### src/rtl/ethpipe_pkg.sv
// Shared constants and types for the Ethernet receive pipeline.
// Holds the phy FIFO tag encodings, the header size and the packer state enum.
package ethpipe_pkg;

    localparam logic [1:0] TAG_PAIR = 2'b11;
    localparam logic [1:0] TAG_ODD  = 2'b10;
    localparam logic [1:0] TAG_END  = 2'b00;

    localparam int HDR_BYTES = 10;

    localparam logic [7:0] GMII_SFD = 8'hD5;

    typedef enum logic [2:0] {
        WAIT_IDLE,
        IDLE,
        HDR,
        PRE,
        DATA,
        TERM,
        LEN,
        DISCARD
    } rx_state_e;

endpackage

### src/rtl/rx_byte_pairer.sv
// Packs a byte stream into big-endian 16-bit words.
// Ports: sys_clk, sys_rst_n, clr, byte_vld/byte_in in; pair_vld/pair_word, pend/pend_byte out.
module rx_byte_pairer (
    input  logic        sys_clk,
    input  logic        sys_rst_n,
    input  logic        clr,
    input  logic        byte_vld,
    input  logic [7:0]  byte_in,
    output logic        pair_vld,
    output logic [15:0] pair_word,
    output logic        pend,
    output logic [7:0]  pend_byte
);

    always_ff @(posedge sys_clk) begin
        if (!sys_rst_n || clr) begin
            pend      <= 1'b0;
            pend_byte <= 8'h00;
        end else if (byte_vld) begin
            pend <= ~pend;
            if (!pend) begin
                pend_byte <= byte_in;
            end
        end
    end

    // A word completes on the byte that arrives while one is already held.
    assign pair_vld  = byte_vld & pend;
    assign pair_word = {pend_byte, byte_in};

endmodule

### src/rtl/gmii_rx_packer.sv
// GMII receive packer: timestamp + status header, byte pairs, terminator, length entry.
// Ports: sys_clk, sys_rst_n, gmii_rx_dv/er/rxd, global_cnt, phy_din/phy_wr_en/phy_afull,
// len_din/len_wr_en/len_full, stat_frames/stat_drops (counters only with RX_STATS_EN).
module gmii_rx_packer
    import ethpipe_pkg::*;
#(
    parameter int         MAX_FRAME_BYTES = 2000,
    parameter logic [7:0] PORT_ID         = 8'h00
) (
    input  logic        sys_clk,
    input  logic        sys_rst_n,
    input  logic        gmii_rx_dv,
    input  logic        gmii_rx_er,
    input  logic [7:0]  gmii_rxd,
    input  logic [63:0] global_cnt,
    output logic [17:0] phy_din,
    output logic        phy_wr_en,
    input  logic        phy_afull,
    output logic [17:0] len_din,
    output logic        len_wr_en,
    input  logic        len_full,
    output logic [31:0] stat_frames,
    output logic [31:0] stat_drops
);

    localparam logic [11:0] CNT_LIMIT = 12'(MAX_FRAME_BYTES + HDR_BYTES);

    rx_state_e   state, state_n;

    logic        dv_q, er_q;
    logic [7:0]  rxd_q;
    logic [2:0]  hdr_idx;
    logic [63:0] ts_q;
    logic [11:0] byte_cnt;
    logic        trunc, drain;

    logic        start_ok, byte_acc, set_trunc, set_drain;
    logic        phy_we_n, len_we_n;
    logic [17:0] phy_d_n, len_d_n;
    logic [15:0] hdr_word;
    logic        blocked;

    logic        pair_vld, pend, pair_clr;
    logic [15:0] pair_word;
    logic [7:0]  pend_byte;

    assign blocked  = phy_afull | len_full;
    assign pair_clr = (state != DATA) && (state != TERM);

    rx_byte_pairer u_pairer (
        .sys_clk   (sys_clk),
        .sys_rst_n (sys_rst_n),
        .clr       (pair_clr),
        .byte_vld  (byte_acc),
        .byte_in   (rxd_q),
        .pair_vld  (pair_vld),
        .pair_word (pair_word),
        .pend      (pend),
        .pend_byte (pend_byte)
    );

    always_comb begin
        hdr_word = 16'h0000;
        case (hdr_idx)
            3'd0:    hdr_word = ts_q[63:48];
            3'd1:    hdr_word = ts_q[47:32];
            3'd2:    hdr_word = ts_q[31:16];
            3'd3:    hdr_word = ts_q[15:0];
            default: hdr_word = {PORT_ID, 8'h00};
        endcase
    end

    always_ff @(posedge sys_clk) begin
        if (!sys_rst_n) begin
            state <= WAIT_IDLE;
        end else begin
            state <= state_n;
        end
    end

    always_comb begin
        state_n   = state;
        start_ok  = 1'b0;
        byte_acc  = 1'b0;
        set_trunc = 1'b0;
        set_drain = 1'b0;
        phy_we_n  = 1'b0;
        phy_d_n   = 18'h0;
        len_we_n  = 1'b0;
        len_d_n   = 18'h0;
        case (state)
            // Leave only on the raw input so a frame caught by reset is skipped.
            WAIT_IDLE: begin
                if (!gmii_rx_dv) begin
                    state_n = IDLE;
                end
            end
            IDLE: begin
                if (dv_q) begin
                    if (blocked) begin
                        state_n = DISCARD;
                    end else begin
                        state_n  = HDR;
                        start_ok = 1'b1;
                    end
                end
            end
            HDR: begin
                phy_we_n  = 1'b1;
                phy_d_n   = {TAG_PAIR, hdr_word};
                set_trunc = dv_q & er_q;
                if (hdr_idx == 3'd4) begin
                    state_n = PRE;
                end
            end
            PRE: begin
                if (!dv_q) begin
                    state_n   = TERM;
                    set_trunc = 1'b1;
                end else begin
                    set_trunc = er_q;
                    if (rxd_q == GMII_SFD) begin
                        state_n = DATA;
                    end
                end
            end
            DATA: begin
                if (!dv_q) begin
                    state_n = TERM;
                end else begin
                    byte_acc  = 1'b1;
                    phy_we_n  = pair_vld;
                    phy_d_n   = {TAG_PAIR, pair_word};
                    set_trunc = er_q;
                    // This byte is kept; everything after it is dropped.
                    if ((byte_cnt + 12'd1 == CNT_LIMIT) || phy_afull) begin
                        state_n   = TERM;
                        set_trunc = 1'b1;
                        set_drain = 1'b1;
                    end
                end
            end
            TERM: begin
                phy_we_n = 1'b1;
                phy_d_n  = pend ? {TAG_ODD, pend_byte, 8'h00}
                                : {TAG_END, 16'h0000};
                state_n  = LEN;
            end
            LEN: begin
                len_we_n = 1'b1;
                len_d_n  = {1'b1, trunc, 4'h0, byte_cnt};
                if (drain) begin
                    state_n = DISCARD;
                end else if (dv_q) begin
                    // Next frame's preamble already started; accept it now.
                    if (blocked) begin
                        state_n = DISCARD;
                    end else begin
                        state_n  = HDR;
                        start_ok = 1'b1;
                    end
                end else begin
                    state_n = IDLE;
                end
            end
            DISCARD: begin
                if (!dv_q) begin
                    state_n = IDLE;
                end
            end
            default: state_n = WAIT_IDLE;
        endcase
    end

    always_ff @(posedge sys_clk) begin
        if (!sys_rst_n) begin
            dv_q      <= 1'b0;
            er_q      <= 1'b0;
            rxd_q     <= 8'h00;
            hdr_idx   <= 3'd0;
            ts_q      <= 64'h0;
            byte_cnt  <= 12'h0;
            trunc     <= 1'b0;
            drain     <= 1'b0;
            phy_wr_en <= 1'b0;
            phy_din   <= 18'h0;
            len_wr_en <= 1'b0;
            len_din   <= 18'h0;
        end else begin
            dv_q      <= gmii_rx_dv;
            er_q      <= gmii_rx_er;
            rxd_q     <= gmii_rxd;
            phy_wr_en <= phy_we_n;
            phy_din   <= phy_d_n;
            len_wr_en <= len_we_n;
            len_din   <= len_d_n;
            if (start_ok) begin
                ts_q     <= global_cnt;
                byte_cnt <= 12'(HDR_BYTES);
                trunc    <= 1'b0;
                drain    <= 1'b0;
                hdr_idx  <= 3'd0;
            end else begin
                if (state == HDR) begin
                    hdr_idx <= hdr_idx + 3'd1;
                end
                if (byte_acc) begin
                    byte_cnt <= byte_cnt + 12'd1;
                end
                if (set_trunc) begin
                    trunc <= 1'b1;
                end
                if (set_drain) begin
                    drain <= 1'b1;
                end
            end
        end
    end

`ifdef RX_STATS_EN
    logic [31:0] frames_q, drops_q;
    logic        drop_start, frame_done;

    assign frame_done = (state == LEN);
    assign drop_start = dv_q & blocked &
                        ((state == IDLE) || ((state == LEN) && !drain));

    always_ff @(posedge sys_clk) begin
        if (!sys_rst_n) begin
            frames_q <= 32'h0;
            drops_q  <= 32'h0;
        end else begin
            if (frame_done) begin
                frames_q <= frames_q + 32'd1;
            end
            drops_q <= drops_q + 32'(drop_start) + 32'(frame_done & trunc);
        end
    end

    assign stat_frames = frames_q;
    assign stat_drops  = drops_q;
`else
    assign stat_frames = 32'h0;
    assign stat_drops  = 32'h0;
`endif

endmodule

### config.mk
export PLATFORM = sky130hd
export DESIGN_NAME = gmii_rx_packer
export DESIGN_NICKNAME = d
export VERILOG_FILES = /design/src/rtl/ethpipe_pkg.sv /design/src/rtl/rx_byte_pairer.sv /design/src/rtl/gmii_rx_packer.sv
export SDC_FILE = /design/constraint.sdc
export NUM_CORES = 1
export LEC_CHECK = 0
export ABC_CLOCK_PERIOD_IN_PS = 2680
export CAP_MARGIN = 0
export CORE_MARGIN = 3
export CORE_UTILIZATION = 48
export DETAILED_ROUTE_END_ITERATION = 7
export PLACE_DENSITY = 0.8
export SLEW_MARGIN = 10
export SYNTH_ARGS = -nofsm -noshare
export SYNTH_HDL_FRONTEND = slang
export SYNTH_SLANG_ARGS = --single-unit
### constraint.sdc
create_clock -name sys_clk -period 2.68 [get_ports sys_clk]
set_clock_uncertainty 0.1 [all_clocks]
set_input_delay 0.402 -clock sys_clk [delete_from_list [all_inputs] [get_ports sys_clk]]
set_output_delay 0.402 -clock sys_clk [all_outputs]
set_load 0.05 [all_outputs]
==> metrics.md, run 1 <==
| Metric | Value |
|---|---|
| Status | finished, final reports clean |
| Die area | 0.0143 mm^2 |
| Clock Tree Root | clkbuf_16 |
| Synth Register Bits | 136 |
| Post-synthesis xor/xnor area fraction | 1.98% |
| Setup Buffers After CTS | 0 |
| Area Overhead vs Synth | 24.8% |
| Critical Path AT | 2.65 ns |
| Inserted Clock Buffers | 17 |
| Tmin final | 2.41 ns |
| First-pass GRT wire length | 23200 um |
| Max Clock Freq | 414 MHz |
| I/O pins | 180 |
| Hold Crit Class | in -> reg |
| Fin area | 0.00771 mm^2 |
| Synth Area in Compound Gates | 20.6% |
| CP Class | reg -> reg |
| PD cells | 732 mW/mm^2 |
| Final net count | 909 |
| Vias in the first global route | 4701 |
| Element type at the critical path start | register |
| Buf/Inv on CP | 0 |
| H-tree Lvls | 4 |
| Mux cell area share after synthesis | 0.344% |
| Critical-path maximum fanout | 9 |
| Yosys cell types | 59 |
| Worst setup EP type | register |
| Post-synth EDFFs | 0 |
| Crit-path slowest cell | dfxtp_1 |
| Synth Cell Area | 0.00618 mm^2 |
| DRC | 0 |
| Routed Antenna Nets | 0 |
| Crit-path cells | ha_1 > nand2_1 > nor4b_1 > o21ai_0 > o31ai_1 > a41oi_2 > a21oi_1 > mux2i_1 |
| Slew HR | 20.4% |
| Grt ovf | 0 |
| Most common cell in the netlist | nand2_1 |
| Vias per cell | 5.07 |
| Post-synth top flop | dfxtp_1 |
| Die Y | 119 um |
| Post-DP Area | 0.00712 mm^2 |
| Initial drt markers | 335 |
| Share of layout cells above drive strength 1 | 6.95% |
| Setup TNS | 0 ns |
| Final Max Slew Viols | 0 |
| Clock Path Buffers | 2 |
| WL final | 14600 um |
| Clk sinks | 136 |
| Fraction of the mapped netlist area in adder cells | 1.42% |
| Placer Congestion | 0.918 |
| Max cap viols | 0 |
| Mean post-synth cell area | 8.49 um^2 |
| Antenna violations before repair | 0 |
| Syn Inst Count | 728 |
| Count of final hold-check violations | 0 |
| Filler cells | 1088 |
| Total number of vias | 5079 |
| Worst skew pair latency | 0.42 ns |
| Post-route clock period utilization | 90.1% |
| Rows | 40 |
| Synth top area cells | dfxtp_1 44%, nand2_1 9.2%, buf_4 8.5%, a21boi_0 6.6%, a21oi_1 4.0% |
| RSZ-0062 raised after global routing | no |
| TritonCTS clock tree | built |
| Diode count | 0 |
| Largest family of logic cells by synthesized area | compound AO/OA/AOI/OAI gates |
| Lkg Pwr | 2.65 nW |
| Synthesis Warnings | 0 |
| Worst VDD drop | 433 uV |
| CP delay by family, top | compound AO/OA/AOI/OAI gates |
| Buffers on Ports | 111 |
| Async S/R FF share, synth | 0% |
| Max incr delay on CP | 0.49 ns |
| Yosys top cell area share | 44.0% |
| Hold buffer count at CTS | 0 |
| Routed length per instance | 14.5 um |
| Hpwl dp | 10100 um |
| Starting Density | 50.2% |
| Final setup violation count | 0 |
| CORE AREA | 0.0123 mm^2 |
| Pin count of the biggest net entering global routing | 67 |
| Flop-to-flop setup slack | 0.27 ns |
| Clk pin slew, worst setup/hold paths | 0.05 ns |
| Worst Tran Pin Value | 1.19 ns |
| Chip Width | 119 um |
| Post-CTS sizing | 0 |
| Synth Area in Simple Gates | 18.9% |
| Req. time, crit path | 2.92 ns |
| Total global-route track usage | 20.4% |
| Top cell type by total area after synthesis | dfxtp_1 |
| Sequential area share after synthesis | 44.0% |
| TritonRoute pass-1 iters | 7 |
| Top cells by count, synth | 151 x nand2_1, 136 x dfxtp_1, 70 x buf_4, 54 x a21boi_0, 49 x a21oi_1 |
## per-layer routing
metal  vias to the layer above  track usage [%]  wire length, um
li1                       2499                -                -
met1                      2326             26.5             6220
met2                       225             32.2             6840
met3                        29             4.99             1090
met4                         0             9.23              409
met5                         -                0                0
## placed cells by master, fill, tap and decap left out, types with 3 or more instances in the layout
master / instances
a21boi_1: 14
clkbuf_16: 17
nand2b_1: 3
bufinv_16: 3
o21ai_0: 16
clkbuf_8: 3
nor4_1: 4
nor2_1: 41
nand2_1: 151
nand3_1: 6
inv_1: 9
and2_1: 21
clkdlybuf4s50_1: 110
nor3_1: 7
dfxtp_1: 136
a21oi_1: 49
buf_4: 12
clkinv_2: 3
ha_1: 7
a22oi_1: 32
conb_1: 68
nor2b_1: 5
o21a_1: 3
a21boi_0: 54
xnor2_1: 9
xor2_1: 5
## through the flow
stage	cells	worst slack [ns]	utilization (%)	power (mW)	hold WS [ns]
2_1_floorplan	795	0.617	-	3.10	0.335
3_3_place_gp	973	0.384	57.8	3.32	0.341
3_5_place_dp	973	0.294	57.8	3.33	0.346
4_1_cts	1002	0.325	62.6	5.66	0.307
5_1_grt	1002	0.131	62.6	5.86	0.329
6_report	1002	0.265	62.6	5.64	0.327
## final timing paths
path	endpoint	from	cells after the start
worst min-delay path	byte_cnt[1]$_SDFFE_PN0P_	sys_rst_n	2
worst max register to register	state[2]$_SDFFE_PN0P_	byte_cnt[0]$_SDFFE_PP0P_	8
worst min register to register	ts_q[34]$_SDFFE_PN0P_	ts_q[34]$_SDFFE_PN0P_	2
worst max-delay path	state[2]$_SDFFE_PN0P_	byte_cnt[0]$_SDFFE_PP0P_	8
## logic make-up after synthesis
kind of cell | Yosys count
and+or+nand+nor | 259
AOI/OAI and AO/OA | 186
DFF | 136
buffers and inverters | 123
xor gates and xnor gates | 14
adders and majority gates | 7
muxes | 2
other | 1
## state kept, by name (all words and copies together), names as in the netlist, 3 cells and up
signal              flops
byte_cnt               12
hdr_idx                 3
len_din                14
phy_din                18
rxd_q                   8
state                   3
ts_q                   64
u_pairer.pend_byte      8
## area by class of cell
cell class / count / area (um^2) / area share (%)
clock buffers: 21 / 470 / 6.10
clock inverters: 8 / 121 / 1.57
inverters: 9 / 33.8 / 0.438
multi-input cells: 536 / 2940 / 38.1
flip-flops and latches: 136 / 2720 / 35.3
well taps: 168 / 210 / 2.73
repair buffers: 124 / 1220 / 15.8
## where the power goes
part | internal [mW] | switching [mW]
Clock | 1.52 | 0.820
Sequential | 2.10 | 0.0873
Combinational | 0.379 | 0.736
Power figures use the tool's default switching activity.
==> run 2, diff against run 1 <==
==> constraint.sdc (replaced) <==
create_clock -name sys_clk -period 2.68 [get_ports sys_clk]
set_clock_uncertainty 0.1 [all_clocks]
set_input_delay 0.268 -clock sys_clk [delete_from_list [all_inputs] [get_ports sys_clk]]
set_output_delay 0.268 -clock sys_clk [all_outputs]
set_load 0.05 [all_outputs]
==> metrics.md, run 2 (synthesis gave the netlist of run 1 again) <==
| Metric | Value |
|---|---|
| Commonest non-fill, non-tap cell in the layout | nand2_1 |
| Util after Layout | 62.7% (+0.11 points) |
| Clk sinks | 136 (unchanged) |
| Diode count | 0 (unchanged) |
| Worst Hold Path EP | byte_cnt[1]$_SDFFE_PN0P_ |
| Final Max Slew Viols | 0 (unchanged) |
| Placer Congestion | 0.930 (+1.3%) |
| Worst skew pair latency | 0.41 ns (about the same) |
| Slew HR | 24.3% (+3.9 points) |
| Share of layout cells above drive strength 1 | 6.95% (unchanged) |
| DRC | 0 (unchanged) |
| Setup TNS | 0 ns (unchanged) |
| Clock Tree Root | clkbuf_16 |
| TritonRoute pass-1 iters | 4 (-3) |
| Pin count of the biggest net entering global routing | 74 (+10%) |
| Hold buffer count at CTS | 0 (unchanged) |
| Vias per cell | 4.95 (-2.3%) |
| Rows | 40 (unchanged) |
| Chip Width | 119 um (unchanged) |
| Number of flip-flops in the largest register | 64 (unchanged) |
| Starting Density | 50.2% (unchanged) |
| Initial drt markers | 377 (+13%) |
| CP delay by family, top | simple AND/OR/NAND/NOR gates |
| Biggest regs | ts_q: 64 flops, phy_din: 18 flops, len_din: 14 flops |
| Crit-path slowest cell | dfxtp_1 |
| Status | finished, final reports clean |
| Worst Tran Pin Value | 1.13 ns (-0.0579 ns) |
| Setup Buffers After CTS | 0 (unchanged) |
| Lkg Pwr | 2.65 nW (-0.10%) |
| Buf/Inv on CP | 0 (unchanged) |
| Storage cell area | 0.00272 mm^2 (unchanged) |
| TritonCTS clock tree | built |
| RSZ-0062 raised after global routing | no |
| Max cap viols | 0 (unchanged) |
| Critical Path AT | 2.54 ns (-0.11 ns) |
| Post-CTS sizing | 0 (unchanged) |
| Clk pin slew, worst setup/hold paths | 0.06 ns (about the same) |
| Final setup violation count | 0 (unchanged) |
| Final net count | 909 (unchanged) |
| Worst VDD drop | 428 uV (-1.3%) |
| Clock Path Buffers | 2 (unchanged) |
| RR Startpoint | byte_cnt[0]$_SDFFE_PP0P_ |
| Worst reg2reg endpoint | state[2]$_SDFFE_PN0P_ |
| I/O pins | 180 (unchanged) |
| Req. time, crit path | 2.92 ns (about the same) |
| Area Overhead vs Synth | 25.0% |
| Element type at the critical path start | register |
| Commonest non-fill, non-tap cells in the layout | 151 x nand2_1, 136 x dfxtp_1, 110 x clkdlybuf4s50_1, 68 x conb_1, 54 x a21boi_0 |
| Total number of vias | 4960 (-2.3%) |
| Area of the multi-input gates | 0.00294 mm^2 (unchanged) |
| PD cells | 727 mW/mm^2 (-0.69%) |
| Worst hold stages | 2 (unchanged) |
| Antenna violations before repair | 0 (unchanged) |
| Filler cells | 1035 (-4.9%) |
| Hold Crit Class | in -> reg |
| Grt ovf | 0 (unchanged) |
| Routed length per instance | 14.2 um (-2.0%) |
| Max incr delay on CP | 0.46 ns (-0.03 ns) |
| Post-route clock period utilization | 85.7% (-4.4 points) |
| Max Clock Freq | 435 MHz (+5.1%) |
| H-tree Lvls | 4 (unchanged) |
| Flop-to-flop setup slack | 0.38 ns (+0.12 ns) |
| Count of final hold-check violations | 0 (unchanged) |
| WL final | 14300 um (-2.0%) |
| Die Y | 119 um (unchanged) |
| Buffers on Ports | 111 (unchanged) |
| Worst setup EP type | register |
| Die area | 0.0143 mm^2 (unchanged) |
| Hpwl dp | 10300 um (+1.8%) |
| Critical-path maximum fanout | 9 (unchanged) |
| HP Start | sys_rst_n |
| CORE AREA | 0.0123 mm^2 (unchanged) |
| First-pass GRT wire length | 22800 um (-1.8%) |
| Total global-route track usage | 20.1% (-0.35 points) |
| Inserted Clock Buffers | 17 (unchanged) |
| Tmin final | 2.30 ns (-0.117 ns) |
| CP Class | reg -> reg |
| Routed Antenna Nets | 0 (unchanged) |
| Most flops, register | ts_q |
| R2R depth | 8 (unchanged) |
| Crit-path cells | ha_1 > nand2_1 > nor2_1 > xor2_1 > and3_1 > a41oi_2 > a21oi_1 > mux2i_1 |
| Vias in the first global route | 4568 (-2.8%) |
-- run 2: changes by cell type in the layout (fill, tap and decap cells not counted) --
cell        change
inv_6           -1
buf_4           -1
buf_12          +1
clkinvlp_4      +2
clkinv_2        -1
-- run 2: power breakdown --
part	switching (mW)	internal, mW
Clock	0.809	1.52
Sequential	0.103	2.10
Combinational	0.706	0.378
-- run 2: layout make-up --
type	count	share of cell area (%)
multi-input cells	536	38.0
repair buffers	124	15.9
clock inverters	8	1.59
inverters	9	0.437
clock buffers	21	6.09
flip-flops and latches	136	35.2
well taps	168	2.72
-- run 2: stage by stage --
stage	cell area (um^2)	power [mW]	setup WS, ns	std cells	hold WS, ns
detailed placement	7130	3.32	0.385	973	0.344
global placement	7130	3.31	0.443	973	0.340
CTS	7720	5.63	0.416	1002	0.114
floorplan	6430	3.10	0.617	795	0.290
finish	7720	5.61	0.382	1002	0.124
global route	7720	5.83	0.158	1002	0.131
-- run 2: worst max-delay path by stage --
stage | slack [ns] | endpoint | start | cells past startpoint
floorplan | 0.62 | phy_din[6]$_SDFF_PN0_ | hdr_idx[0]$_SDFFE_PP0P_ | 9
global placement | 0.44 | byte_cnt[5]$_SDFFE_PP0P_ | phy_afull | 7
detailed placement | 0.38 | byte_cnt[2]$_SDFFE_PP0P_ | phy_afull | 7
CTS | 0.42 | state[2]$_SDFFE_PN0P_ | byte_cnt[0]$_SDFFE_PP0P_ | 8
global route | 0.16 | state[2]$_SDFFE_PN0P_ | byte_cnt[0]$_SDFFE_PP0P_ | 8
finish | 0.38 | state[2]$_SDFFE_PN0P_ | byte_cnt[0]$_SDFFE_PP0P_ | 8
-- run 2: routing by layer --
metal  GRT usage, %  wire [um]  vias to the layer above
li1               -          -                     2495
met1           27.5       6340                     2248
met2           30.3       6590                      195
met3           4.99       1030                       22
met4           8.09        310                        0
met5              0          0                        -
==> run 3, diff against run 2 <==
--- a/config.mk
+++ b/config.mk
@@ -8,9 +8,9 @@
 export ABC_CLOCK_PERIOD_IN_PS = 2680
 export CAP_MARGIN = 0
 export CORE_MARGIN = 3
-export CORE_UTILIZATION = 48
+export CORE_UTILIZATION = 45
 export DETAILED_ROUTE_END_ITERATION = 7
-export PLACE_DENSITY = 0.8
+export PLACE_DENSITY = 0.75
 export SLEW_MARGIN = 10
 export SYNTH_ARGS = -nofsm -noshare
 export SYNTH_HDL_FRONTEND = slang
==> metrics.md, run 3 (synthesis gave the netlist of run 1 again) <==
| Metric | Value |
|---|---|
| Status | finished, final reports clean |
| Share of layout cells above drive strength 1 | 7.41% (+0.45 points) |
| Slew HR | 44.6% (+20 points) |
| Met1 Usage GRT | 27.4% (-0.064 points) |
| RSZ-0062 raised after global routing | no |
| Hpwl dp | 10300 um (about the same) |
| Die area | 0.0152 mm^2 (+6.3%) |
| Crit-path slowest cell | dfxtp_1 |
| Pin count of the biggest net entering global routing | 67 (-9.5%) |
| Count of final hold-check violations | 0 (unchanged) |
| Die Y | 123 um (+3.1%) |
| Number of flip-flops in the largest register | 64 (unchanged) |
| PD cells | 750 mW/mm^2 (+3.2%) |
| Clock Path Buffers | 2 (unchanged) |
| Total global-route track usage | 19.8% (-0.31 points) |
| Commonest non-fill, non-tap cell in the layout | nand2_1 |
| Chip Width | 123 um (+3.1%) |
| First-pass GRT wire length | 23200 um (+1.8%) |
| Routed Antenna Nets | 0 (unchanged) |
| Switching Fraction | 28.9% (+0.078 points) |
| TritonRoute pass-1 iters | 4 (unchanged) |
| Clk sinks | 136 (unchanged) |
| Tmin final | 2.30 ns (+0.000962 ns) |
| Comb power frac | 18.3% (-1.0 points) |
| Internal power | 4.16 mW (+4.2%) |
| Critical Path AT | 2.55 ns (about the same) |
| Worst skew pair latency | 0.42 ns (about the same) |
| Element type at the critical path start | register |
| Worst Tran Pin Value | 0.831 ns (-0.297 ns) |
| Worst hold margin | 0.159 ns (+0.0351 ns) |
| Power Total | 5.85 mW (+4.3%) |
| Biggest regs | ts_q: 64 flops, phy_din: 18 flops, len_din: 14 flops |
| Commonest non-fill, non-tap cells in the layout | 151 x nand2_1, 136 x dfxtp_1, 110 x clkdlybuf4s50_1, 68 x conb_1, 54 x a21boi_0 |
| Net Sw Power | 1.69 mW (+4.6%) |
| Initial drt markers | 395 (+4.8%) |
| Grt met3 use | 4.35% (-0.64 points) |
| Lkg Pwr | 2.69 nW (+1.6%) |
| Critical-path maximum fanout | 9 (unchanged) |
| Hold Crit Class | in -> reg |
| Inserted Clock Buffers | 17 (unchanged) |
| DRC | 0 (unchanged) |
| Global-route layer with the greatest usage | met2 |
| TritonCTS clock tree | built |
| Area Overhead vs Synth | 26.3% |
| Setup WS pre-CTS | 0.419 ns (+0.0346 ns) |
| Final Max Slew Viols | 0 (unchanged) |
| Placer Congestion | 0.922 (-0.88%) |
| Vias per cell | 4.94 (-0.29%) |
| Grt ovf | 0 (unchanged) |
| Worst setup EP type | register |
| Crit-path cells | ha_1 > nand2_1 > nor2_1 > xor2_1 > and3_1 > a41oi_2 > a21oi_1 > mux2i_1 |
| Fin area | 0.00780 mm^2 (+1.0%) |
| I/O pins | 180 (unchanged) |
| Util after Layout | 58.5% (-4.3 points) |
| Worst VDD drop | 480 uV (+12%) |
| Clock power share | 43.8% (+2.4 points) |
| Final net count | 909 (unchanged) |
| DP Cell Count | 981 (+0.82%) |
| WL final | 14700 um (+3.3%) |
| Hold buffer count at CTS | 0 (unchanged) |
| Area of the multi-input gates | 0.00294 mm^2 (+0.13%) |
| Diode count | 0 (unchanged) |
| Part of the power in registers | 37.9% (-1.4 points) |
| Max cap viols | 0 (unchanged) |
| Storage cell area | 0.00272 mm^2 (unchanged) |
| Routed length per instance | 14.6 um (+2.2%) |
| Fin worst setup slack | 0.381 ns (-0.000962 ns) |
| Req. time, crit path | 2.93 ns (about the same) |
| Most flops, register | ts_q |
| Clk pin slew, worst setup/hold paths | 0.06 ns (about the same) |
| Setup TNS | 0 ns (unchanged) |
| Post-CTS sizing | 0 (unchanged) |
| Rows | 42 (+5.0%) |
| Max incr delay on CP | 0.47 ns (about the same) |
| Filler cells | 1197 (+16%) |
| Clock Tree Root | clkbuf_16 |
| Starting Density | 46.3% (-3.9 points) |
| Antenna violations before repair | 0 (unchanged) |
| Total number of vias | 5000 (+0.81%) |
| Post-DP Area | 0.00714 mm^2 (+0.14%) |
| Final non-filler cell total | 1013 (+1.1%) |
| Final setup violation count | 0 (unchanged) |
| Setup Buffers After CTS | 0 (unchanged) |
| CP Class | reg -> reg |
| H-tree Lvls | 4 (unchanged) |
| CORE AREA | 0.0133 mm^2 (+8.4%) |
| Buffers on Ports | 111 (unchanged) |
| Post-route clock period utilization | 85.8% (about the same) |
| M2 GR Usage | 30.1% (-0.19 points) |
| Max Clock Freq | 435 MHz (about the same) |
| Vias in the first global route | 4565 (-0.066%) |
-- run 3: changes by cell type in the layout (fill, tap and decap cells not counted), sizes merged --
cell	previous run	this run
clkbuf	21	23
inv	9	11
clkinvlp	3	0
clkinv	2	3
bufinv	3	4
-- run 3: cell type report --
class | instances | share of cell area (%)
Clock buffer | 23 | 6.38
Clock inverter | 9 | 2.05
Inverter | 9 | 0.433
Multi-Input combinational cell | 536 | 37.7
Sequential cell | 136 | 34.9
Tap cell | 176 | 2.82
Timing Repair Buffer | 124 | 15.7
-- run 3: power groups by stage --
stage / clock network [mW] / logic [mW] / registers (mW)
3_5_place_dp: 0 / 1.05 / 2.26
6_report: 2.57 / 1.07 / 2.22
4_1_cts: 2.59 / 1.06 / 2.21
3_3_place_gp: 0 / 1.05 / 2.25
2_1_floorplan: 0 / 0.866 / 2.23
5_1_grt: 2.70 / 1.16 / 2.23
-- run 3: worst max-delay path: cells and delay by family (launching register included) --
| kind | cells | cell delay [ns] |
|---|---|---|
| and+or+nand+nor | 3 | 0.51 |
| DFF | 1 | 0.47 |
| adders and majority gates | 1 | 0.40 |
| AOI/OAI and AO/OA | 2 | 0.40 |
| muxes | 1 | 0.19 |
| xor gates and xnor gates | 1 | 0.16 |
-- run 3: metal layers --
layer / vias to the layer above / part of all wire, %
met5: - / 0
met4: 0 / 2.1
met3: 18 / 6.1
met2: 183 / 46
met1: 2305 / 46
li1: 2494 / -
-- run 3: worst paths after layout --
path                            depth (start not counted)                     start               endpoint  slack (ns)
worst max-delay path                                    8  byte_cnt[0]$_SDFFE_PP0P_  state[2]$_SDFFE_PN0P_        0.38
worst min-delay path                                    2                 sys_rst_n  state[0]$_SDFFE_PN0P_        0.16
worst max register to register                          8  byte_cnt[0]$_SDFFE_PP0P_  state[2]$_SDFFE_PN0P_        0.38
worst min register to register                          2     ts_q[59]$_SDFFE_PN0P_  ts_q[59]$_SDFFE_PN0P_        0.35
